[config.mk]
export PLATFORM = sky130hd
export DESIGN_NAME = nbit_stream_accumulator
export DESIGN_NICKNAME = d
export VERILOG_FILES = /design/src/rtl/nbit_stream_accumulator.sv
export SDC_FILE = /design/constraint.sdc
export NUM_CORES = 1
export LEC_CHECK = 0
export CAP_MARGIN = 20
export CELL_PAD_IN_SITES_DETAIL_PLACEMENT = 1
export CELL_PAD_IN_SITES_GLOBAL_PLACEMENT = 1
export CORE_ASPECT_RATIO = 1.25
export CORE_MARGIN = 5
export CORE_UTILIZATION = 35
export CTS_CLUSTER_DIAMETER = 50
export DETAILED_ROUTE_END_ITERATION = 8
export GPL_TIMING_DRIVEN = 0
export PLACE_DENSITY = 0.86
export RECOVER_POWER = 100
export SYNTH_ARGS = -nofsm -noshare
export SYNTH_HDL_FRONTEND = slang
export SYNTH_HIERARCHICAL = 1
export SYNTH_SLANG_ARGS = --single-unit
[constraint.sdc]
create_clock -name clk -period 4.4 [get_ports clk]
set_clock_uncertainty 0.05 [all_clocks]
set_input_delay 0.88 -clock clk [delete_from_list [all_inputs] [get_ports clk]]
set_output_delay 0.88 -clock clk [all_outputs]
set_load 0.005 [all_outputs]
[src/rtl/nbit_stream_accumulator.sv]
// ============================================================================
// Module   : nbit_stream_accumulator (with nbit_carrylookahead)
// Brief    : Saturating signed packet accumulator on valid/ready streams.
// Revision : 1.0 - initial release
// ============================================================================
`default_nettype none

module nbit_carrylookahead #(
  parameter int WIDTH = 11
) (
  input  logic [WIDTH-1:0] i_a,
  input  logic [WIDTH-1:0] i_b,
  input  logic             i_cin,
  output logic [WIDTH-1:0] o_sum,
  output logic             o_cout
);
  logic [WIDTH-1:0] w_g;
  logic [WIDTH-1:0] w_p;
  logic [WIDTH:0]   w_c;

  assign w_g = i_a & i_b;
  assign w_p = i_a ^ i_b;

  // Each carry is the flat sum-of-products of all lower generates and the carry-in.
  always_comb begin : p_carry
    logic w_pp;
    logic w_ci;
    w_c    = '0;
    w_c[0] = i_cin;
    for (int i = 0; i < WIDTH; i++) begin
      w_pp = 1'b1;
      w_ci = 1'b0;
      for (int j = i; j >= 0; j--) begin
        w_ci = w_ci | (w_pp & w_g[j]);
        w_pp = w_pp & w_p[j];
      end
      w_c[i+1] = w_ci | (w_pp & i_cin);
    end
  end

  assign o_sum  = w_p ^ w_c[WIDTH-1:0];
  assign o_cout = w_c[WIDTH];
endmodule

module nbit_stream_accumulator #(
  parameter int WIDTH   = 11,
  parameter int COUNT_W = 8
) (
  input  logic               clk,
  input  logic               rst_n,
  input  logic               in_valid,
  output logic               in_ready,
  input  logic [WIDTH-1:0]   in_data,
  input  logic               in_last,
  output logic               out_valid,
  input  logic               out_ready,
  output logic [WIDTH-1:0]   out_data,
  output logic               out_sat,
  output logic [COUNT_W-1:0] out_count
);
  localparam logic [1:0]         c_IDLE      = 2'd0;
  localparam logic [1:0]         c_ACCUM     = 2'd1;
  localparam logic [1:0]         c_HOLD      = 2'd2;
  localparam logic [COUNT_W-1:0] c_COUNT_MAX = {COUNT_W{1'b1}};
  localparam logic [COUNT_W-1:0] c_COUNT_ONE = {{(COUNT_W-1){1'b0}}, 1'b1};
  localparam logic [WIDTH-1:0]   c_POS_MAX   = {1'b0, {(WIDTH-1){1'b1}}};
  localparam logic [WIDTH-1:0]   c_NEG_MIN   = {1'b1, {(WIDTH-1){1'b0}}};

  logic [1:0]         r_state;
  logic [1:0]         w_next_state;
  logic [WIDTH-1:0]   r_acc;
  logic               r_sat;
  logic [COUNT_W-1:0] r_count;
  logic [WIDTH-1:0]   w_a;
  logic [WIDTH-1:0]   w_sum;
  logic               w_cout_unused;
  logic               w_ovf;
  logic               w_first;
  logic               w_accept;
  logic [WIDTH-1:0]   w_acc_next;

  assign w_first  = (r_state == c_IDLE);
  assign w_accept = in_valid & in_ready;
  assign w_a      = w_first ? '0 : r_acc;

  nbit_carrylookahead #(
    .WIDTH (WIDTH)
  ) u_cla (
    .i_a    (w_a),
    .i_b    (in_data),
    .i_cin  (1'b0),
    .o_sum  (w_sum),
    .o_cout (w_cout_unused)
  );

  // Signed overflow: operands agree in sign but the sum does not.
  assign w_ovf      = (w_a[WIDTH-1] == in_data[WIDTH-1]) && (w_sum[WIDTH-1] != w_a[WIDTH-1]);
  assign w_acc_next = w_ovf ? (w_a[WIDTH-1] ? c_NEG_MIN : c_POS_MAX) : w_sum;

  always_ff @(posedge clk or negedge rst_n) begin
    if (!rst_n) begin
      r_state <= c_IDLE;
    end else begin
      r_state <= w_next_state;
    end
  end

  always_comb begin
    w_next_state = r_state;
    case (r_state)
      c_IDLE:  if (w_accept) w_next_state = in_last ? c_HOLD : c_ACCUM;
      c_ACCUM: if (w_accept && in_last) w_next_state = c_HOLD;
      c_HOLD:  if (out_ready) w_next_state = c_IDLE;
      default: w_next_state = c_IDLE;
    endcase
  end

  always_comb begin
    in_ready  = (r_state != c_HOLD);
    out_valid = (r_state == c_HOLD);
  end

  always_ff @(posedge clk or negedge rst_n) begin
    if (!rst_n) begin
      r_acc   <= '0;
      r_sat   <= 1'b0;
      r_count <= '0;
    end else if (w_accept) begin
      r_acc <= w_acc_next;
      r_sat <= w_first ? w_ovf : (r_sat | w_ovf);
      if (w_first) begin
        r_count <= c_COUNT_ONE;
      end else if (r_count != c_COUNT_MAX) begin
        r_count <= r_count + c_COUNT_ONE;
      end
    end
  end

  assign out_data  = r_acc;
  assign out_sat   = r_sat;
  assign out_count = r_count;
endmodule

`default_nettype wire

==> impl_metrics.csv, run 1 <==
group,metric,value,unit
clocking,clock_sinks,22,
place,gp_congestion,0.8118,
min_path,hold_depth,1,
worst_setup_path,reg2reg_from,"r_state[1]",
layout,nNetsFinal,260,
timing,fin_crit_sh,89.13,%
worst_setup_path,cp-end-kind,"register",
worst_setup_path,rrSetupSlack,0.48,ns
clocking,tritoncts,"done",
worst_setup_path,crit_end,"out_data[5]",
routing,vias,1504,
layout,drive_gt1_share,8.297,%
clocking,clockBufferDepth,2,
global_routing,grt_use_met3,1.856,%
floorplanning,die_y,86.57,um
global_routing,grt_start_max_net_pins,23,
pwr,leakage,0.9113,nW
pwr,power.density,545.9,nW/um^2
timing,hold_viol,0,
clocking,hold_buffers,0,
timing,period_needed,3.922,ns
routing,final_antenna_net_count,0,
timing,drv_slew,0,
worst_setup_path,r2r_cells,15,
timing,hold_ws,0.5029,ns
pwr,power.total,1.166,mW
worst_setup_path,r2r-end,"out_data[5]",
floorplanning,die-width,71.26,um
clocking,htree_levels,1,
floorplanning,start_util,36.54,%
clocking,clk_pin_slew,0.08,ns
global_routing,use_met1,17.33,%
floorplanning,dieArea,6169,sq um
clocking,clock-root-buffer,"clkbuf_8",
floorplanning,rows,27,
floorplanning,pin_count,38,
pwr,comb_power_share,54.7,%
worst_setup_path,critPathMaxFanout,10,
synth,syn_inst,186,
clocking,cts_setup_buffers,0,
place,port_buffers,37,
pwr,p_sw_share,38.59,%
layout,area_growth_syn_to_layout,30.11,%
worst_setup_path,startpoint_type,"register",
timing,worst_pin_slew,0.6227,ns
synth,yosysWarnings,6,
global_routing,grt_use_total,14.08,%
routing,vias_per_cell,5.240,
routing,firstDrtPassIters,4,
timing,tns,0,ns
synth,syn-cell-area,1642,sq um
worst_setup_path,critical_path_class,"register to register",
run_status,outcome,"complete, no violations",
global_routing,gr-usage-met2,25.84,%
routing,drt_wl_total,4116,um
pwr,power_switching,0.4499,mW
global_routing,busiest_layer,"met2",
worst_setup_path,crit_arrival,4.06,ns
global_routing,grt_overflow_total,0,
pwr,seqPwrFrac,29.0,%
timing,rsz0062_at_grt,"false",
worst_setup_path,required,4.54,ns
min_path,min_path_type,"register to register",
routing,drtIter0Drc,39,
layout,fill_cells,536,
timing,slew_headroom,58.49,%
clocking,cts_buffers,3,
pwr,clockPowerShare,16.3,%
pwr,vdd_drop_max,0.2748,mV
global_routing,antenna_found_initial,0,
timing,setup_viol,0,
synth,syn_area_per_cell,8.826,sq um
routing,drc,0,
routing,post_drt_wl_per_cell,14.34,um
floorplanning,core,4493,sq um
worst_setup_path,startpoint,"r_state[1]",
flow_run,max_cap_violations,0,
pwr,p_int,0.7159,mW
clocking,insertion_delay,0.26,ns
layout,n_antenna_cell,0,
place,dp_hpwl,3220,um
global_routing,grt_first_pass_wirelength,7251,um
timing,fmax,0.2550,GHz
global_routing,first_global_vias,1620,
clocking,post_cts_resized,0,
## worst min path at each step
| stage | endpoint | start |
|---|---|---|
| floorplan | out_sat | out_sat |
| finish | out_count[5] | out_count[5] |
| CTS | out_sat | out_sat |
| global placement | out_sat | out_sat |
| detailed placement | out_sat | out_sat |
| global route | out_sat | out_sat |
## placed cells by master (no fill, tap or decap), types with 2 or more instances in the layout
master	count
nand4_1	2
xnor2_1	5
dlygate4sd3_1	23
a211oi_1	2
ha_1	13
xor2_1	4
nor2b_1	12
clkdlybuf4s50_1	14
o21a_1	4
nor3_1	3
inv_1	10
clkbuf_8	3
and3_1	2
nor2_1	21
conb_1	2
nand2_1	18
o21ai_1	2
clkbuf_1	5
mux2_2	2
o21bai_1	2
nand3_1	4
dfrtp_1	22
a21oi_1	19
o21ai_0	7
a21oi_2	3
## power groups by stage
stage                     registers (mW)  clock network (mW)  logic [mW]
final                              0.339               0.190       0.637
after detailed placement           0.349                   0       0.676
after global placement             0.346                   0       0.659
after global routing               0.351               0.207       0.716
after floorplan                    0.336                   0       0.431
after CTS                          0.346               0.194       0.681
## sequential cells by signal, indices dropped and copies added, names as in the netlist
signal     flops
out_count      8
out_data      11
out_sat        1
r_state        2
## critical path, stage by stage (launching register included)
cell and delay, ns:
dfrtp_1 0.38, buf_6 0.14, nor2_1 0.26, clkbuf_1 0.46, nor2b_1 0.11, ha_1 0.40, nand3_2 0.12, o22ai_4 0.25
a21oi_2 0.12, o21ai_0 0.24, xor2_1 0.30, inv_1 0.12, o31a_2 0.29, o21a_1 0.18, clkbuf_1 0.23, a21oi_1 0.19
## cell type report
class / count / area (sq um) / share of cell area (%)
multi-input combinational: 149 / 996.0 / 46.63
sequential: 22 / 550.5 / 25.78
timing repair buffer: 38 / 374.1 / 17.52
tap: 58 / 72.57 / 3.398
clock buffer: 3 / 41.29 / 1.933
inverter: 10 / 37.54 / 1.757
buffer: 6 / 33.78 / 1.582
clock inverter: 1 / 30.03 / 1.406
## per-stage QoR
stage | setup slack [ns] | area (sq um) | cells | utilization, %
2_1_floorplan | 1.180 | 1645 | 187 | -
3_3_place_gp | 0.5938 | 2088 | 282 | 46.48
3_5_place_dp | 0.5455 | 2088 | 282 | 46.48
4_1_cts | 0.4843 | 2160 | 286 | 48.06
5_1_grt | 0.1173 | 2136 | 287 | 47.54
6_report | 0.4782 | 2136 | 287 | 47.54
## per-layer routing
| layer | share of wire (%) | vias up | routed length [um] |
|---|---|---|---|
| met5 | 0 | - | 0 |
| met1 | 45 | 734 | 1835 |
| met2 | 51 | 27 | 2115 |
| li1 | - | 739 | - |
| met4 | 0.66 | 0 | 27 |
| met3 | 3.3 | 4 | 137 |
Power figures use the tool's default switching activity.
==> run 2, diff against run 1 <==
- CORE_ASPECT_RATIO: 1.25 -> default
- CTS_CLUSTER_SIZE: default -> 8
==> run 2 against run 1 <==
Register-to-register slack hardly changed. Highest routed layer unchanged. Utilization fell by 1.6 points. Largest cell class unchanged. Power is essentially flat. Largest power group unchanged. Non-clock buffer count is the same.
==> impl_metrics.csv, run 2 (synthesized netlist as in run 1, its figures left out) <==
group,metric,value,unit
run_status,outcome,"complete, no violations",
worst_setup_path,crit_arrival,4.08,ns
layout,drive_gt1_share,7.860,%
floorplanning,start_util,35.46,%
place,gp_congestion,0.7502,
timing,fin_ws,0.4681,ns
layout,fill_cells,549,
worst_setup_path,required,4.54,ns
worst_setup_path,cp-end-kind,"register",
clocking,post_cts_resized,0,
routing,firstDrtPassIters,4,
clocking,hold_buffers,0,
worst_setup_path,startpoint_type,"register",
pwr,vdd_drop_max,0.2091,mV
place,pre_cts_ws,0.4603,ns
min_path,min_path_type,"register to register",
layout,area_growth_syn_to_layout,29.50,%
flow_run,max_cap_violations,0,
timing,fmax,0.2543,GHz
global_routing,grt_start_max_net_pins,23,
timing,worst_pin_slew,0.6809,ns
clocking,htree_levels,1,
timing,fin_crit_sh,89.36,%
layout,multi_input_area,991.0,sq um
place,port_buffers,37,
layout,largest_reg_flops,11,
timing,hold_viol,0,
floorplanning,die_y,78.49,um
place,dp_cells,278,
timing,tns,0,ns
layout,layout_commonest_cell,"dlygate4sd3_1",
clocking,clock-root-buffer,"clkbuf_8",
routing,vias,1474,
global_routing,first_global_vias,1547,
floorplanning,dieArea,6160,sq um
timing,drv_slew,0,
clocking,cts_setup_buffers,0,
pwr,leakage,0.9102,nW
pwr,power.density,548.2,nW/um^2
clocking,tritoncts,"done",
layout,n_antenna_cell,0,
routing,drt_wl_total,4089,um
layout,nNetsFinal,260,
timing,period_needed,3.932,ns
timing,rsz0062_at_grt,"false",
clocking,clock_sinks,22,
worst_setup_path,critical_path_class,"register to register",
clocking,clockBufferDepth,2,
layout,instances_no_fill,283,
place,dp_hpwl,3216,um
clocking,clk_pin_slew,0.09,ns
floorplanning,pin_count,38,
timing,slew_headroom,54.61,%
floorplanning,die-width,78.49,um
layout,regArea,550.5,sq um
timing,setup_viol,0,
layout,mostFrequentLayoutCells,"dlygate4sd3_1, dfrtp_1, nor2_1",
routing,post_drt_wl_per_cell,14.45,um
routing,vias_per_cell,5.208,
routing,drc,0,
global_routing,grt_overflow_total,0,
routing,final_antenna_net_count,0,
routing,drtIter0Drc,37,
global_routing,antenna_found_initial,0,
floorplanning,core,4629,sq um
global_routing,grt_use_total,14.13,%
clocking,cts_buffers,3,
clocking,insertion_delay,0.27,ns
floorplanning,rows,25,
global_routing,grt_first_pass_wirelength,7162,um
worst_setup_path,critPathMaxFanout,10,
==> run 2: cell counts in the layout (fill, tap and decap cells not counted) <==
No cell type changed its count.
==> run 2: metrics by stage <==
stage          power, mW  hold slack [ns]  utilization [%]  instance area [sq um]
6_report           1.165           0.4949            45.92                   2126
5_1_grt            1.285           0.5160            45.92                   2126
4_1_cts            1.226           0.4953            46.54                   2155
3_5_place_dp       1.028           0.4748            45.00                   2083
3_3_place_gp       1.001           0.4689            45.00                   2083
2_1_floorplan     0.7672           0.4479                -                   1645
==> run 2: layout make-up <==
type                    instances  share of cell area (%)
clock inverters                 1                   1.413
plain buffers                   6                   1.589
multi-input cells             149                   46.62
clock buffers                   3                   1.942
repair buffers                 38                   17.60
well taps                      54                   3.178
inverters                      10                   1.766
flip-flops and latches         22                   25.90
==> run 2: worst max-delay path, stage by stage, from the launching register on <==
cell,delay (ns)
dfrtp_1,0.38
buf_6,0.14
nor2_1,0.26
clkbuf_1,0.48
nor2b_1,0.10
ha_1,0.38
nand3_1,0.15
o22ai_4,0.25
a21oi_2,0.12
o21ai_1,0.21
xor2_1,0.30
inv_1,0.12
o31a_2,0.29
o21a_1,0.18
clkbuf_1,0.23
a21oi_1,0.20
==> run 2: path summary, 6_finish.rpt <==
kind                             from      endpoint  slack, ns  depth (start not counted)
max                        r_state[1]   out_data[1]       0.47                         15
min                           out_sat       out_sat       0.49                          1
max reg2reg                r_state[1]   out_data[1]       0.47                         15
min reg2reg                   out_sat       out_sat       0.49                          1
max in group asynchronous       rst_n   out_data[8]       2.40                          2
min in group asynchronous       rst_n  out_count[6]       0.94                          1
==> run 2: metal layers <==
| layer | global-route usage (%) | part of all wire (%) |
|---|---|---|
| met2 | 25.17 | 49 |
| met5 | 0 | 0 |
| met4 | 2.622 | 0.71 |
| met1 | 17.76 | 47 |
| met3 | 2.752 | 3.6 |
==> run 2: where the power goes <==
part           switching, mW  internal (mW)
Sequential            0.0621          0.273
Clock                 0.0681          0.122
Combinational          0.320          0.321
==> run 3, diff against run 2 <==
- HOLD_SLACK_MARGIN: default -> 0.08
- SKIP_LAST_GASP: default -> 1
==> results of run 3 <==
Same layout as run 2: the final DEF is identical, and so are final timing and power.
